`src/rtl/transfer_packet_parser_pkg.sv`:
```
// Shared types and constants for the transfer packet parser.
package transfer_pkg;

    typedef enum logic [1:0] {
        HDR         = 2'd0,
        BODY        = 2'd1,
        EMIT_DEBIT  = 2'd2,
        EMIT_CREDIT = 2'd3
    } state_t;

    localparam logic       KIND_DEBIT   = 1'b0;
    localparam logic       KIND_CREDIT  = 1'b1;
    localparam logic [1:0] CMD_TRANSFER = 2'd2;

    // Counter bits needed to index the longer of the header and body phases.
    function automatic int byte_cnt_bits(input int hdr_bytes, input int body_bytes);
        int max_cnt;
        max_cnt = (hdr_bytes > body_bytes) ? hdr_bytes : body_bytes;
        return (max_cnt < 2) ? 1 : $clog2(max_cnt);
    endfunction

endpackage

```
`src/rtl/transfer_packet_parser_byte_shift_assembler.sv`:
```
// MSB-first byte shift register: each load shifts the held word left by one byte
// and inserts the new byte at the bottom.
module byte_shift_assembler #(
    parameter int W = 32
) (
    input  logic         clk,
    input  logic         rst,
    input  logic         i_clear,
    input  logic         i_load,
    input  logic [7:0]   i_byte,
    output logic [W-1:0] o_data
);

    logic [W-1:0] r_data;
    logic [W-1:0] w_next;

    generate
        if (W > 8) begin : g_wide
            assign w_next = {r_data[W-9:0], i_byte};
        end else begin : g_byte
            assign w_next = i_byte;
        end
    endgenerate

    // Shift register update; clear wins over load.
    always_ff @(posedge clk) begin
        if (rst) begin
            r_data <= '0;
        end else if (i_clear) begin
            r_data <= '0;
        end else if (i_load) begin
            r_data <= w_next;
        end else begin
            r_data <= r_data;
        end
    end

    assign o_data = r_data;

endmodule

```
`src/rtl/transfer_packet_parser.sv`:
```
// Byte-stream parser for key/value transfer packets: skips the header, assembles
// sender/receiver/value big-endian, then emits a debit followed by a credit.
module transfer_packet_parser
    import transfer_pkg::*;
#(
    parameter int         KEY_W        = 32,
    parameter int         VAL_W        = 32,
    parameter int         HDR_BYTES    = 3,
    parameter logic [1:0] CMD_TRANSFER = transfer_pkg::CMD_TRANSFER,
    parameter int         CNT_W        = 16
) (
    input  logic             clk,
    input  logic             rst,
    input  logic [7:0]       in_byte,
    input  logic             in_valid,
    output logic             in_ready,
    input  logic             abort,
    output logic             out_valid,
    input  logic             out_ready,
    output logic [1:0]       out_cmd,
    output logic             out_kind,
    output logic [KEY_W-1:0] out_key,
    output logic [VAL_W-1:0] out_value,
    output logic             pkt_done,
    output logic [CNT_W-1:0] pkt_count
);

    localparam int BODY_BYTES = 2 * (KEY_W / 8) + VAL_W / 8;
    localparam int ASM_W      = 2 * KEY_W + VAL_W;
    localparam int BC_W       = byte_cnt_bits(HDR_BYTES, BODY_BYTES);

    localparam state_t          START_STATE = (HDR_BYTES == 0) ? BODY : HDR;
    localparam logic [BC_W-1:0] HDR_LAST    = BC_W'((HDR_BYTES == 0) ? 0 : HDR_BYTES - 1);
    localparam logic [BC_W-1:0] BODY_LAST   = BC_W'(BODY_BYTES - 1);
    localparam logic [BC_W-1:0] CNT_ONE     = BC_W'(1);

    state_t             r_state;
    logic [BC_W-1:0]    r_byte_cnt;
    logic               r_in_ready;
    logic               r_out_valid;
    logic               r_out_kind;
    logic [KEY_W-1:0]   r_out_key;
    logic [VAL_W-1:0]   r_out_value;
    logic [1:0]         r_out_cmd;
    logic [KEY_W-1:0]   r_recv_key;
    logic               r_pkt_done;
    logic [CNT_W-1:0]   r_pkt_count;

    logic               w_parsing;
    logic               w_asm_clear;
    logic               w_asm_load;
    logic [ASM_W-9:0]   w_asm_data;
    logic [ASM_W-1:0]   w_body_full;
    logic [KEY_W-1:0]   w_sender;
    logic [KEY_W-1:0]   w_receiver;
    logic [VAL_W-1:0]   w_value;

    assign w_parsing   = (r_state == HDR) || (r_state == BODY);
    assign w_asm_clear = abort && w_parsing;
    assign w_asm_load  = in_valid && r_in_ready && !abort && (r_state == BODY);

    // The register holds all but the final body byte, which is taken straight
    // from in_byte so the debit can be presented on the very next edge.
    byte_shift_assembler #(
        .W (ASM_W - 8)
    ) u_body_asm (
        .clk     (clk),
        .rst     (rst),
        .i_clear (w_asm_clear),
        .i_load  (w_asm_load),
        .i_byte  (in_byte),
        .o_data  (w_asm_data)
    );

    assign w_body_full = {w_asm_data, in_byte};
    assign w_sender    = w_body_full[ASM_W-1 -: KEY_W];
    assign w_receiver  = w_body_full[VAL_W +: KEY_W];
    assign w_value     = w_body_full[VAL_W-1:0];

    // Parser/emitter state machine; every output is registered here.
    always_ff @(posedge clk) begin
        if (rst) begin
            r_state     <= START_STATE;
            r_byte_cnt  <= '0;
            r_in_ready  <= 1'b1;
            r_out_valid <= 1'b0;
            r_out_kind  <= KIND_DEBIT;
            r_out_key   <= '0;
            r_out_value <= '0;
            r_out_cmd   <= 2'd0;
            r_recv_key  <= '0;
            r_pkt_done  <= 1'b0;
            r_pkt_count <= '0;
        end else begin
            r_pkt_done <= 1'b0;
            case (r_state)
                HDR: begin
                    if (abort) begin
                        r_byte_cnt <= '0;
                        r_state    <= START_STATE;
                    end else if (in_valid) begin
                        if (r_byte_cnt == HDR_LAST) begin
                            r_byte_cnt <= '0;
                            r_state    <= BODY;
                        end else begin
                            r_byte_cnt <= r_byte_cnt + CNT_ONE;
                        end
                    end
                end
                BODY: begin
                    if (abort) begin
                        r_byte_cnt <= '0;
                        r_state    <= START_STATE;
                    end else if (in_valid) begin
                        if (r_byte_cnt == BODY_LAST) begin
                            r_byte_cnt  <= '0;
                            r_state     <= EMIT_DEBIT;
                            r_in_ready  <= 1'b0;
                            r_out_valid <= 1'b1;
                            r_out_kind  <= KIND_DEBIT;
                            r_out_key   <= w_sender;
                            r_out_value <= w_value;
                            r_out_cmd   <= CMD_TRANSFER;
                            r_recv_key  <= w_receiver;
                        end else begin
                            r_byte_cnt <= r_byte_cnt + CNT_ONE;
                        end
                    end
                end
                // abort is deliberately ignored while a transaction is presented.
                EMIT_DEBIT: begin
                    if (out_ready) begin
                        r_out_kind <= KIND_CREDIT;
                        r_out_key  <= r_recv_key;
                        r_state    <= EMIT_CREDIT;
                    end
                end
                EMIT_CREDIT: begin
                    if (out_ready) begin
                        r_out_valid <= 1'b0;
                        r_pkt_done  <= 1'b1;
                        r_pkt_count <= r_pkt_count + {{(CNT_W-1){1'b0}}, 1'b1};
                        r_in_ready  <= 1'b1;
                        r_state     <= START_STATE;
                    end
                end
                default: begin
                    r_state     <= START_STATE;
                    r_byte_cnt  <= '0;
                    r_in_ready  <= 1'b1;
                    r_out_valid <= 1'b0;
                end
            endcase
        end
    end

    assign in_ready  = r_in_ready;
    assign out_valid = r_out_valid;
    assign out_cmd   = r_out_cmd;
    assign out_kind  = r_out_kind;
    assign out_key   = r_out_key;
    assign out_value = r_out_value;
    assign pkt_done  = r_pkt_done;
    assign pkt_count = r_pkt_count;

endmodule

```
`config.mk`:
```
export PLATFORM = sky130hd
export DESIGN_NAME = transfer_packet_parser
export DESIGN_NICKNAME = d
export VERILOG_FILES = /design/src/rtl/transfer_packet_parser_pkg.sv /design/src/rtl/transfer_packet_parser_byte_shift_assembler.sv /design/src/rtl/transfer_packet_parser.sv
export SDC_FILE = /design/constraint.sdc
export NUM_CORES = 1
export LEC_CHECK = 0
export CORE_MARGIN = 2
export CORE_UTILIZATION = 55
export DETAILED_ROUTE_END_ITERATION = 8
export GPL_ROUTABILITY_DRIVEN = 0
export GPL_TIMING_DRIVEN = 0
export HOLD_SLACK_MARGIN = 0.15
export PLACE_DENSITY_LB_ADDON = 0.2
export SLEW_MARGIN = 20
export SYNTH_ARGS = -nofsm -noshare
export SYNTH_HDL_FRONTEND = slang
export SYNTH_HIERARCHICAL = 1
export SYNTH_SLANG_ARGS = --single-unit
```
`constraint.sdc`:
```
create_clock -name clk -period 2 [get_ports clk]
set_input_delay 0.4 -clock clk [delete_from_list [all_inputs] [get_ports clk]]
set_output_delay 0.4 -clock clk [all_outputs]
set_load 0.05 [all_outputs]
```
==> results of run 1 <==
## cells in the final DEF (no fill, tap or decap), types with 2 or more instances in the layout
cell type	netlist	layout
dfxtp_1	211	211
nor2_1	148	148
nand2_1	139	139
mux2i_1	122	122
dlygate4sd2_1	0	84
a21oi_1	70	70
a211oi_2	28	28
clkbuf_1	24	23
clkbuf_16	0	23
buf_2	16	14
clkdlybuf4s50_1	0	12
xor2_1	11	11
buf_4	9	9
buf_6	8	8
nand3_1	8	8
inv_1	6	6
clkinv_2	0	6
clkbuf_8	0	6
a211oi_1	5	5
o21ai_0	5	5
nand2b_1	4	4
xnor2_1	4	4
clkbuf_2	0	3
nand4_1	3	3
buf_8	3	3
ha_1	3	3
clkbuf_4	0	2
o21bai_1	2	2
nor3_1	2	2
and4_1	2	2
and2_1	2	2
and3_1	2	2
bufinv_16	0	2
## final timing paths
| check | from | end |
|---|---|---|
| hold / removal | out_value[27] | out_value[27] |
| hold reg to reg | out_value[27] | out_value[27] |
| setup reg to reg | r_byte_cnt[1] | r_recv_key[19] |
| setup / recovery | rst | r_byte_cnt[0] |
## sequential cells by signal (all words and copies together), names as in the netlist, named ones only
register	flops
out_valid	1
in_ready	1
out_kind	1
r_recv_key	32
r_byte_cnt	4
u_body_asm/o_data	88
pkt_done	1
pkt_count	16
r_state	1
out_cmd	1
out_value	32
out_key	32
## critical path, cell delays in order
cell and delay, ns:
clkdlybuf4s50_1 0.46, clkbuf_1 0.47, clkbuf_2 0.38, clkbuf_1 0.43, nor2_1 0.12
## through the flow
step                hold slack (ns)  setup slack, ns
floorplan                     0.436            0.114
global placement              0.441           -0.601
detailed placement            0.446           -0.606
CTS                           0.455          0.00470
global route                  0.465          -0.0334
finish                        0.453           0.0887
## per-layer routing
| metal | global-route usage [%] | part of all wire, % | vias to the layer above |
|---|---|---|---|
| met5 | 0 | 0 | - |
| met4 | 6.14 | 2.2 | 0 |
| met3 | 4.02 | 3.7 | 29 |
| met2 | 39.7 | 47 | 116 |
| met1 | 32.7 | 47 | 2903 |
| li1 | - | - | 3095 |
## repair_timing
item | CTS | global route
hold buffers | 0 | 0
endpoints found under the setup margin | 105 | 40
gates resized for setup | 87 | 4
buffers inserted | 0 | 0
## kinds of logic after synthesis
group | Yosys count | synth area share, %
xor+xnor | 15 | 1.62
flops | 211 | 52.0
compound gates | 114 | 10.0
buf+inv | 66 | 4.86
fa+ha+maj | 3 | 0.462
other cells | 1 | 0.0461
mux | 123 | 15.2
simple gates | 319 | 15.9
## area by class of cell
class | count | share of cell area (%)
tap | 184 | 2.30
clock buffer | 31 | 6.65
sequential | 211 | 42.2
timing repair buffer | 97 | 8.68
buffer | 60 | 3.82
multi-input combinational | 575 | 35.1
clock inverter | 9 | 0.976
inverter | 6 | 0.225
## power breakdown
group	internal [µW]	leakage [µW]	switching [µW]
clock	2580	0.000381	1640
combinational	51.5	0.00187	112
sequential	4200	0.00170	2.48
total	6830	0.00395	1760
==> impl_metrics.tcl, run 1 <==
set metrics [dict create \
    outcome "finished clean" \
    p_leak_uw 0.00395 \
    grt_max_degree 15 \
    layout_worst_path_cycle_share_pct 95.6 \
    synth_enable_flop_cells 0 \
    track_usage_pct 24.0 \
    ir_drop_mv 0.594 \
    crit_required_ns 2.35 \
    synthFlopType "dfxtp_1" \
    postSynthNetCount 868 \
    synth_cells 852 \
    r2r_setup_slack_ns 0.17 \
    avgSynthCellArea_um2 9.54 \
    relSlewSlack_pct 55.0 \
    worstPathMaxFanout 10 \
    die-area_um2 15800 \
    post-route-util_pct 69.1 \
    hold_viol 0 \
    cts_sinks 211 \
    first_pass_iters 6 \
    cts-root-buf "clkbuf_16" \
    antenna_found_initial 0 \
    async_flop_share_pct 0 \
    rr_worst_depth 7 \
    ioPinCount 99 \
    insertedDiodeCount 0 \
    synth_top_area_share_pct 52.0 \
    p_per_area_nw_per_um2 859 \
    ant_nets 0 \
    io_buffers 97 \
    grt_pass1_wl_um 31100 \
    worstSkewPairLatency_ns 0.50 \
    finClkSkew_ns 0.0117 \
    overflow 0 \
    fin_nets 989 \
    grt_pass1_vias 6039 \
    path_clk_slew_ns 0.06 \
    die_w_um 126 \
    min_path_cells 2 \
    synth_common_cells "211 x dfxtp_1, 148 x nor2_1, 139 x nand2_1" \
    detailed_place_hpwl_um 13400 \
    final_max_slew_viol_count 0 \
    vias_per_cell 5.24 \
    finalCriticalPeriod_ns 1.91 \
    avgRoutedWirePerCell_um 16.3 \
    synth_largest_area_cell "dfxtp_1" \
    synthToLayoutAreaGrowth_pct 23.0 \
    cts_max_path_buffers 3 \
    fillCellCount 1174 \
    tightest_slew_ns 0.674 \
    multi_input_area_um2 3510 \
    yosys_warnings 6 \
    worst_ep_arrival_time_ns 2.27 \
    htreeDepth 1 \
    yosys.cell_count.top_type "dfxtp_1" \
    drc 0 \
    place_inst 1133 \
    core_area_um2 14500 \
    maxCapViolCount 0 \
    synth_cell_types 39 \
    hold_class "reg -> reg" \
    vias 6143 \
    cts_made_buffers 22 \
    rows 44 \
    synth-seq-cells 211 \
    endpoint_kind "flop" \
    final_cells 1173 \
    design_area_um2 10000 \
    power_uw 8590 \
    tns_ns 0 \
    drive_gt1_share_pct 11.2 \
    ys_seq_area_share_pct 52.0 \
    first_iter_violations 351 \
    initial_core_util_pct 56.1 \
    final-setup-viol-count 0 \
    syn_area_um2 8130 \
    area.sequential_um2 4220 \
    path_class "in -> reg" \
    chipHeight_um 126 \
    cts_tree "done" \
    timing.fmax_mhz 523 \
    drt-total-wl_um 19200 \
    synth.area.top_cells "dfxtp_1 52%, mux2i_1 15%, nor2_1 6.8%, nand2_1 6.4%, a211oi_2 4.3%" \
    worst_setup_path_start_kind "primary input" \
    placed_cell_area_um2 9330 \
]
Power figures use the tool's default switching activity.
==> run 2: changes to the inputs <==
SETUP_SLACK_MARGIN = 0.5   (was not set)
clock period = 2.35 ns   (was 2 ns; I/O delays follow)
==> impl_metrics.tcl, run 2 (synthesis gave the netlist of run 1 again) <==
set metrics [dict create \
    outcome "finished clean" \
    hold_viol 0 \
    ant_nets 0 \
    fin_nets 990 \
    rows 44 \
    rsz0062_at_grt "yes" \
    ir_drop_mv 0.555 \
    maxCapViolCount 0 \
    track_usage_pct 23.9 \
    relSlewSlack_pct 54.9 \
    cp_num_buf_inv 1 \
    vias 6142 \
    path_cells "dlygate4sd2_1" \
    final_cells 1168 \
    path_class "reg -> out" \
    layout_common_cells "208 x dfxtp_1, 148 x nor2_1, 139 x nand2_1" \
    avgRoutedWirePerCell_um 16.4 \
    crit_required_ns 1.88 \
    worstHoldStart "out_value[25]" \
    grt_pass1_wl_um 31100 \
    worst_ep_arrival_time_ns 1.36 \
    tightest_slew_ns 0.676 \
    cts_sinks 211 \
    hold_class "reg -> reg" \
    ioPinCount 99 \
    overflow 0 \
    place_inst 1133 \
    finClkSkew_ns 0.00943 \
    r2r_start "r_byte_cnt[0]" \
    p_leak_uw 0.00365 \
    largest_reg_flops 88 \
    final_max_slew_viol_count 0 \
    chipHeight_um 126 \
    final_common_cell "dfxtp_1" \
    layout_worst_path_cycle_share_pct 77.8 \
    drive_gt1_share_pct 16.3 \
    cp_slowest_stage_delay_ns 0.53 \
    cts_max_path_buffers 3 \
    p_per_area_nw_per_um2 707 \
    grt_pass1_vias 6103 \
    cts_made_buffers 22 \
    die-area_um2 15800 \
    crit_family "buffers and inverters" \
    endpoint_kind "primary output" \
    first_pass_iters 5 \
    crit_start "out_value[23]" \
    io_buffers 97 \
    drt-total-wl_um 19100 \
    worstSkewPairLatency_ns 0.50 \
    grt_max_degree 14 \
    tns_ns 0 \
    worst_path_max_delay_cell "dlygate4sd2_1" \
    drc 0 \
    worstPathMaxFanout 2 \
    cts_tree "done" \
    die_w_um 126 \
    timing.fmax_mhz 547 \
    antenna_found_initial 0 \
    ctsHoldBuffers 0 \
    insertedDiodeCount 0 \
    detailed_place_hpwl_um 13200 \
    cts-root-buf "clkbuf_16" \
    worst_setup_path_start_kind "flop" \
    vias_per_cell 5.26 \
    core_area_um2 14500 \
    htreeDepth 1 \
    final-setup-viol-count 0 \
    path_clk_slew_ns 0.06 \
    first_iter_violations 390 \
    synthToLayoutAreaGrowth_pct 22.6 \
    initial_core_util_pct 56.1 \
    finalCriticalPeriod_ns 1.83 \
]
## run 2: repair_timing
item,CTS,global route
resized for setup,151,79
setup endpoints to repair,185,142
buffers inserted,0,0
cloned,0,1
## run 2: through the flow
step	setup WS, ns	power (µW)	hold slack, ns	utilization [%]	area, µm²
floorplan	0.586	3740	0.436	-	8130
global placement	-0.310	3800	0.441	64.5	9330
detailed placement	-0.341	3800	0.446	64.5	9330
CTS	0.396	7100	0.450	69.2	10000
global route	0.495	7250	0.471	68.8	9970
finish	0.522	7050	0.447	68.8	9970
## run 2: worst paths after layout
path | to | slack (ns) | depth (start not counted)
worst max-delay path | out_value[23] | 0.52 | 1
worst min-delay path | out_value[25] | 0.45 | 2
worst max register to register | out_key[16] | 0.60 | 7
worst min register to register | out_value[25] | 0.45 | 2
## run 2: layer usage
| metal | routed length [µm] | global-route usage [%] | vias up |
|---|---|---|---|
| li1 | - | - | 3091 |
| met4 | 277 | 5.36 | 0 |
| met3 | 997 | 4.66 | 25 |
| met1 | 8810 | 32.4 | 2878 |
| met5 | 0 | 0 | - |
| met2 | 9020 | 39.8 | 148 |
## run 2: layout make-up
type / instances / area, µm²
well taps: 184 / 230
inverters: 6 / 22.5
clock inverters: 2 / 13.8
flip-flops and latches: 211 / 4230
multi-input cells: 576 / 3550
fillers: 1157 / 4510
repair buffers: 97 / 838
clock buffers: 32 / 679
plain buffers: 60 / 404
## run 2: worst min-delay path: cells and delay by family (launching register included)
| family | cells | cell delay, ns |
|---|---|---|
| and+or+nand+nor | 1 | 0.05 |
| DFF | 1 | 0.30 |
| AOI/OAI and AO/OA | 1 | 0.05 |
## run 2: power breakdown
| group | switching, µW | internal, µW |
|---|---|---|
| Sequential | 2.45 | 3580 |
| Clock | 1340 | 1980 |
| Combinational | 97.4 | 44.8 |
==> run 3: changes to the inputs <==
clock period = 1.87 ns   (was 2.35 ns; I/O delays follow)
==> impl_metrics.tcl, run 3 (synthesis gave the netlist of run 1 again) <==
set metrics [dict create \
    cts_max_path_buffers 3 \
    outcome "finished clean" \
    rsz0062_at_grt "yes" \
    worst_ep_arrival_time_ns 2.20 \
    ir_drop_mv 0.711 \
    placed_cell_area_um2 9500 \
    path_clk_slew_ns 0.07 \
    detailed_place_hpwl_um 13300 \
    finClkSkew_ns 0.0159 \
    area.sequential_um2 4390 \
    hold_viol 0 \
    ioPinCount 99 \
    fillCellCount 564 \
    worstSkewPairLatency_ns 0.51 \
    worst_path_max_delay_cell "dfxtp_2" \
    min_path_cells 2 \
    chipHeight_um 126 \
    multi_input_area_um2 4150 \
    relSlewSlack_pct 49.3 \
    ant_nets 0 \
    p_leak_uw 0.00505 \
    worstPathMaxFanout 10 \
    htreeDepth 1 \
    first_iter_violations 629 \
    tightest_slew_ns 0.760 \
    rr_worst_depth 7 \
    insertedDiodeCount 0 \
    track_usage_pct 27.5 \
    core_area_um2 14500 \
    layout_common_cells "129 x nor2_1, 121 x dfxtp_1, 112 x mux2i_1" \
    tns_ns 0 \
    crit_required_ns 2.27 \
    overflow 0 \
    largest_reg_flops 88 \
    path_cells "nand4bb_4 > buf_4 > nor2b_4 > buf_4 > clkbuf_8 > nand2_1 > a21oi_1" \
    antenna_found_initial 0 \
    p_per_area_nw_per_um2 754 \
    grt_max_degree 15 \
    io_buffers 97 \
    place_worst_setup_slack_ns -0.753 \
    drive_gt1_share_pct 46.7 \
    worst_setup_path_start_kind "flop" \
    cts_made_buffers 22 \
    timing.fmax_mhz 555 \
    endpoint_kind "flop" \
    vias_per_cell 6.21 \
    cpMostUsedCell "buf_4" \
    power_uw 9490 \
    path_class "reg -> reg" \
    maxCapViolCount 0 \
    fin_ws_ns 0.0669 \
    synthToLayoutAreaGrowth_pct 55.0 \
    initial_core_util_pct 56.1 \
    final_common_cell "nor2_1" \
    hold_class "reg -> reg" \
    final_max_slew_viol_count 0 \
    cp_slowest_stage_delay_ns 0.34 \
    die-area_um2 15800 \
    design_area_um2 12600 \
    finalCriticalPeriod_ns 1.80 \
    drt-total-wl_um 30300 \
    rows 44 \
    fin_nets 1064 \
    vias 7742 \
    first_pass_iters 7 \
    grt_pass1_wl_um 35300 \
    cts_sinks 211 \
    cts-root-buf "clkbuf_16" \
    layout_worst_path_cycle_share_pct 96.4 \
    drc 0 \
    avgRoutedWirePerCell_um 24.3 \
    final-setup-viol-count 0 \
    die_w_um 126 \
    grt_pass1_vias 6645 \
    cts_tree "done" \
    hold_ws_ns 0.466 \
]
==> run 3: area by class of cell <==
type                            count  share of cell area [%]
Multi-Input combinational cell    575                    32.9
Clock buffer                       29                    5.22
Tap cell                          184                    1.83
Buffer                             60                    5.50
Inverter                            6                   0.199
Timing Repair Buffer              172                    18.4
Sequential cell                   211                    34.8
Clock inverter                     10                    1.07
==> run 3: power by group <==
part | total [µW] | switching [µW] | internal, µW
Sequential | 4470 | 3.46 | 4460
Clock | 4780 | 1880 | 2900
Combinational | 246 | 165 | 81.1
==> run 3: per-layer routing <==
metal	vias to the layer above	share of wire [%]	wire length, µm	global-route usage, %
met2	570	48	14400	46.0
met1	3757	37	11100	35.7
met5	-	0	0	0
li1	3247	-	-	-
met3	168	8.9	2690	4.96
met4	0	6.7	2030	9.87
==> run 3: repair_timing <==
action                                  CTS  global route
pin swaps                                15            54
cloned                                    6            11
endpoints found under the setup margin  296           295
setup buffers                            26            32
hold buffers                              0             0
gates resized for setup                 799           227
==> run 3: worst paths after layout <==
kind                       start        endpoint  slack [ns]
setup / recovery            flop   out_value[16]        0.07
hold / removal    r_recv_key[19]  r_recv_key[19]        0.47
hold reg to reg   r_recv_key[19]  r_recv_key[19]        0.47
setup reg to reg            flop   out_value[16]        0.07
==> run 3: worst max-delay path, delay by kind of cell (launching register included) <==
family / cells / cell delay, ns
flops: 1 / 0.34
buf+inv: 3 / 0.52
compound gates: 1 / 0.26
simple gates: 3 / 0.57
==> run 3: metrics by stage <==
step           cells  utilization, %
2_1_floorplan    852               -
3_3_place_gp    1133            65.6
3_5_place_dp    1133            65.6
4_1_cts         1204            78.0
5_1_grt         1247            87.0
6_report        1247            87.0
